**src/rtl/acc_cpu_gen2.sv**
```systemverilog
// rtl/acc_cpu_gen2.sv - parametrised accumulator CPU with scratch regs, C/Z flags and shift-add MUL
module acc_cpu_gen2 #(
  parameter int DATA_W = 8,
  parameter int NREG   = 4
) (
  input  logic       clk,
  input  logic       rst_n,
  input  logic       ena,
  input  logic [7:0] ui_in,
  input  logic [7:0] uio_in,
  output logic [7:0] uo_out,
  output logic [7:0] uio_out,
  output logic [7:0] uio_oe
);

  localparam int IDX_W = (NREG > 2) ? 2 : 1;

  localparam logic [2:0] S_IDLE = 3'd0;
  localparam logic [2:0] S_MUL1 = 3'd1;
  localparam logic [2:0] S_MUL4 = 3'd4;

  logic [DATA_W-1:0]   acc_q, acc_d;
  logic                c_q, c_d;
  logic [2:0]          state_q, state_d;
  logic [DATA_W-1:0]   regs_q [NREG];
  logic [DATA_W-1:0]   regs_d [NREG];
  logic [DATA_W-1:0]   mcand_q, mcand_d;
  logic [3:0]          mplier_q, mplier_d;
  logic [2*DATA_W-1:0] pp_q, pp_d;

  logic [3:0]          opcode, imm, acc_lo;
  logic [DATA_W-1:0]   imm_ext, reg_rd;
  logic [IDX_W-1:0]    idx, rb_idx;
  logic                busy, accept;
  logic [DATA_W:0]     sum_w;
  logic [7:0]          ldh_w;
  logic [1:0]          step;
  logic [2*DATA_W-1:0] pp_next;
  logic                unused_ok;

  assign unused_ok = &{1'b0, uio_in[7:4], uio_in[3]};

  always_comb begin
    opcode  = ui_in[7:4];
    imm     = ui_in[3:0];
    imm_ext = DATA_W'(imm);
    idx     = imm[IDX_W-1:0];
    reg_rd  = regs_q[idx];
    busy    = (state_q != S_IDLE);
    accept  = ena & uio_in[0] & ~busy;
    acc_lo  = 4'(acc_q);
    ldh_w   = {imm, acc_lo};
    // MULn handles multiplier bit n-1; state encoding 1..4 maps onto 0..3 in two bits
    step    = state_q[1:0] - 2'd1;
    pp_next = pp_q + (mplier_q[step] ? ((2*DATA_W)'(mcand_q) << step) : '0);
    sum_w   = '0;

    acc_d    = acc_q;
    c_d      = c_q;
    state_d  = state_q;
    regs_d   = regs_q;
    mcand_d  = mcand_q;
    mplier_d = mplier_q;
    pp_d     = pp_q;

    if (ena && busy) begin
      pp_d = pp_next;
      if (state_q == S_MUL4) begin
        acc_d   = pp_next[DATA_W-1:0];
        c_d     = |pp_next[2*DATA_W-1:DATA_W];
        state_d = S_IDLE;
      end else begin
        state_d = state_q + 3'd1;
      end
    end else if (accept) begin
      case (opcode)
        4'h1: acc_d = imm_ext;
        4'h2: begin
          sum_w = {1'b0, acc_q} + {1'b0, imm_ext};
          {c_d, acc_d} = sum_w;
        end
        4'h3: begin
          acc_d = acc_q - imm_ext;
          c_d   = (acc_q < imm_ext);
        end
        4'h4: acc_d = acc_q & imm_ext;
        4'h5: acc_d = acc_q | imm_ext;
        4'h6: acc_d = acc_q ^ imm_ext;
        4'h7: begin
          sum_w = {1'b0, acc_q} + {1'b0, imm_ext} + (DATA_W+1)'(c_q);
          {c_d, acc_d} = sum_w;
        end
        4'h8: regs_d[idx] = acc_q;
        4'h9: acc_d = reg_rd;
        4'hA: begin
          sum_w = {1'b0, acc_q} + {1'b0, reg_rd};
          {c_d, acc_d} = sum_w;
        end
        4'hB: begin
          c_d   = acc_q[DATA_W-1];
          acc_d = {acc_q[DATA_W-2:0], 1'b0};
        end
        4'hC: begin
          c_d   = acc_q[0];
          acc_d = {1'b0, acc_q[DATA_W-1:1]};
        end
        // high nibble lands at bits 7:4; at DATA_W=4 the slice returns acc unchanged
        4'hD: acc_d = ldh_w[DATA_W-1:0];
        4'hE: begin
          mcand_d  = acc_q;
          mplier_d = imm;
          pp_d     = '0;
          state_d  = S_MUL1;
        end
        4'hF: begin
          acc_d = '0;
          c_d   = 1'b0;
        end
        default: ;
      endcase
    end
  end

  always_ff @(posedge clk or negedge rst_n) begin
    if (!rst_n) begin
      acc_q    <= '0;
      c_q      <= 1'b0;
      state_q  <= S_IDLE;
      mcand_q  <= '0;
      mplier_q <= '0;
      pp_q     <= '0;
      for (int i = 0; i < NREG; i++) regs_q[i] <= '0;
    end else begin
      acc_q    <= acc_d;
      c_q      <= c_d;
      state_q  <= state_d;
      mcand_q  <= mcand_d;
      mplier_q <= mplier_d;
      pp_q     <= pp_d;
      for (int i = 0; i < NREG; i++) regs_q[i] <= regs_d[i];
    end
  end

  always_comb begin
    rb_idx  = uio_in[2 +: IDX_W];
    uo_out  = uio_in[1] ? 8'(regs_q[rb_idx]) : 8'(acc_q);
    uio_out = {busy, c_q, (acc_q == '0), 5'b0};
    uio_oe  = 8'hE0;
  end

endmodule
```
**config.mk**
```make
export PLATFORM = sky130hd
export DESIGN_NAME = acc_cpu_gen2
export DESIGN_NICKNAME = d
export VERILOG_FILES = /design/src/rtl/acc_cpu_gen2.sv
export SDC_FILE = /design/constraint.sdc
export NUM_CORES = 1
export LEC_CHECK = 0
export CORE_UTILIZATION = 40
export CTS_CLUSTER_DIAMETER = 150
export CTS_CLUSTER_SIZE = 10
export DETAILED_ROUTE_END_ITERATION = 8
export SYNTH_ARGS = -nofsm -noshare
export SYNTH_HDL_FRONTEND = slang
export SYNTH_SLANG_ARGS = --single-unit
```
**constraint.sdc**
```tcl
create_clock -name clk -period 4.3 [get_ports clk]
set_input_delay 0.86 -clock clk [delete_from_list [all_inputs] [get_ports clk]]
set_output_delay 0.86 -clock clk [all_outputs]
set_load 0.1 [all_outputs]
```
==> flow_metrics.tcl <==
set metrics [dict create \
    status "finished with violations" \
    violations "design-rule violations" \
    setup_ws_ns 0.378 \
    cp_top_family "compound AO/OA/AOI/OAI gates" \
    synthFlopType "dfrtp_1" \
    nNetsFinal 736 \
    synthToLayoutAreaGrowth_pct 12.1 \
    ctsHoldBuffers 0 \
    antenna_found_initial 0 \
    cts_resized 0 \
    synth.avg_cell_area_um2 9.16 \
    hpwlAfterDp_mm 13.1 \
    die_h_um 125 \
    cp_common_cell "buf_4" \
    clk_pin_slew_ns 0.06 \
    vdd_drop_max_v 0.000322 \
    clockRootBuffer "clkbuf_16" \
    worstSetupStartpoint "ui_in[0]" \
    max_freq_mhz 255 \
    post-route-period-util 0.912 \
    crit_fanout 10 \
    grtUsageTotal 0.238 \
    max_stage_delay_ns 0.56 \
    crit_arrival_ns 4.14 \
    ys_async_sr_fraction 1.00 \
    drive_gt1_frac 0.163 \
    fin_cells 867 \
    ant_nets 0 \
    die_area_um2 15700 \
    drc 7 \
    rr_startpoint "state_q[0]" \
    boundaryPins 43 \
    skew_ns 0.00625 \
    yosysSeqAreaShare 0.296 \
    vias 5234 \
    yosysWarnings 0 \
    finalHoldViolCount 0 \
    endpoint_kind "flop" \
    crit_chain "clkdlybuf4s50_1 -> buf_4 -> mux4_2 -> fa_1 -> a21o_1 -> a21oi_1 -> nor2b_1 -> o31a_1 -> o31ai_1 -> buf_4 -> a311o_1 -> a32oi_1" \
    gp_congestion 0.937 \
    avgRoutedWirePerCell_um 20.3 \
    viasPerCell 6.04 \
    maxSlewHeadroom 0.349 \
    maxCapViolCount 0 \
    cts_made_buffers 9 \
    drt-pass1-iter-count 7 \
    cpMaxStageDelayCell "mux4_2" \
    worst_slew_pin_slew_ns 0.973 \
    cts.sink_count 72 \
    start_kind "input port" \
    rows 44 \
    dp.cells 851 \
    clk-insertion-delay-late_ns 0.35 \
    fin_setup_tns_ns 0 \
    synth-seq-cells 72 \
    path_class "input port to flop" \
    power.density_nw_per_um2 544 \
    leakage_uw 0.00308 \
    fin_util 0.464 \
    cp_num_buf_inv 3 \
    io_buffers 25 \
    synth.distinct_cells 72 \
    grt_pass1_vias 5192 \
    min_from "pp_q[6]" \
    drv_slew 0 \
    design.core.area_um2 14700 \
    synth_edf_count 0 \
    critPathRequiredTime_ns 4.52 \
    htree_levels 3 \
    netlist_instances 664 \
    wl_mm 17.6 \
    start_util 0.414 \
    period_minus_slack_ns 3.92 \
    cts_buffer_depth 2 \
    setup_viol 0 \
    die_width_um 125 \
    antenna_cells 0 \
    grt_pass1_wl_mm 28.9 \
    post_cts_buffers 0 \
    rsz0062_at_grt "false" \
    drtIter0Drc 469 \
    cts_tree "yes" \
    hp-class "flop to flop" \
    grt_max_degree 73 \
    dp_worst_setup_slack_ns 0.0573 \
    globalRouteOverflowTotal 0 \
    syn_area_um2 6080 \
]
## sequential cells by signal, indices dropped and copies added (netlist names)
register	cells
acc_q	8
c_q	1
mcand_q	8
mplier_q	4
pp_q	16
regs_q	32
state_q	3
## layer usage
| metal | GRT usage | routed length (µm) |
|---|---|---|
| met2 | 0.366 | 7930 |
| met1 | 0.332 | 8130 |
| met3 | 0.0334 | 933 |
| met4 | 0.108 | 615 |
| met5 | 0 | 0 |
## per-stage QoR
step           instance area, µm²  hold slack (ns)  total power, µW
2_1_floorplan                6130            0.452             2340
3_3_place_gp                 6470            0.476             2750
3_5_place_dp                 6470            0.477             2780
4_1_cts                      6820            0.490             3700
5_1_grt                      6820            0.517             3930
6_report                     6820            0.488             3710
## cell usage in the layout, fill, tap and decap left out, types with 17 or more instances in the layout
cell / netlist / layout
nand2_1: 75 / 75
ha_1: 35 / 35
o21ai_0: 32 / 32
mux2_2: 38 / 38
nor2_1: 41 / 41
o21ai_1: 17 / 17
a21oi_1: 31 / 31
inv_1: 20 / 20
dfrtp_1: 72 / 72
buf_4: 15 / 34
mux4_2: 17 / 17
## power by group
part	leakage [µW]	total (µW)	internal (µW)	switching, µW
Sequential	0.000980	1050	799	255
Clock	0.000165	910	585	324
Combinational	0.00193	1750	641	1100
Total	0.00308	3710	2030	1680
## logic make-up (layout without fill, tap and decap cells)
group / Yosys count / count (layout) / synth area share
AND/OR/NAND/NOR: 196 / 196 / 0.152
AO/OA/AOI/OAI: 178 / 178 / 0.195
buffers and inverters: 77 / 85 / 0.0600
flip-flops: 72 / 72 / 0.296
multiplexers: 70 / 70 / 0.167
adder cells (fa/ha/maj): 39 / 39 / 0.0851
XOR/XNOR: 30 / 30 / 0.0432
other: 2 / 13 / 0.00123
## final cells by class
| type | instances | area (µm²) |
|---|---|---|
| clock buffers | 10 | 239 |
| multi-input cells | 526 | 3960 |
| flip-flops and latches | 72 | 1800 |
| inverters | 21 | 78.8 |
| well taps | 184 | 230 |
| clock inverters | 6 | 114 |
| fillers | 1364 | 7880 |
| repair buffers | 48 | 395 |
## worst reg2reg max path: stages, from the launching register on
cell and delay, ns:
dfrtp_1 0.36, inv_1 0.07, ha_1 0.39, buf_4 0.21, mux4_2 0.30, and2_1 0.18, ha_1 0.34, o21ai_0 0.38
o211ai_1 0.22, a31o_1 0.26, a211oi_1 0.23, nor2_1 0.08, nor4_1 0.36, a32oi_1 0.15
## cell usage after synthesis (12+ instances only)
master,instances,area (µm²)
nor3_1,12,60.1
a21oi_1,31,155
xor2_1,15,131
o21ai_0,32,160
buf_4,15,113
dfrtp_1,72,1800
mux2_2,38,428
nor2_1,41,154
nand3_1,15,75.1
o21ai_1,17,85.1
inv_1,20,75.1
clkbuf_1,26,97.6
xnor2_1,15,131
nand2_1,75,282
ha_1,35,438
mux4_2,17,383
## final timing paths
| check | cells after the start | slack, ns | end |
|---|---|---|---|
| min in group asynchronous | 1 | 0.62 | acc_q[7] |
| hold / removal | 1 | 0.49 | pp_q[6] |
| max in group asynchronous | 1 | 3.01 | regs_q[23] |
| hold reg to reg | 1 | 0.49 | pp_q[6] |
| setup / recovery | 12 | 0.38 | c_q |
| setup reg to reg | 13 | 0.63 | c_q |
Note: power is estimated with default switching activity, not from simulation.
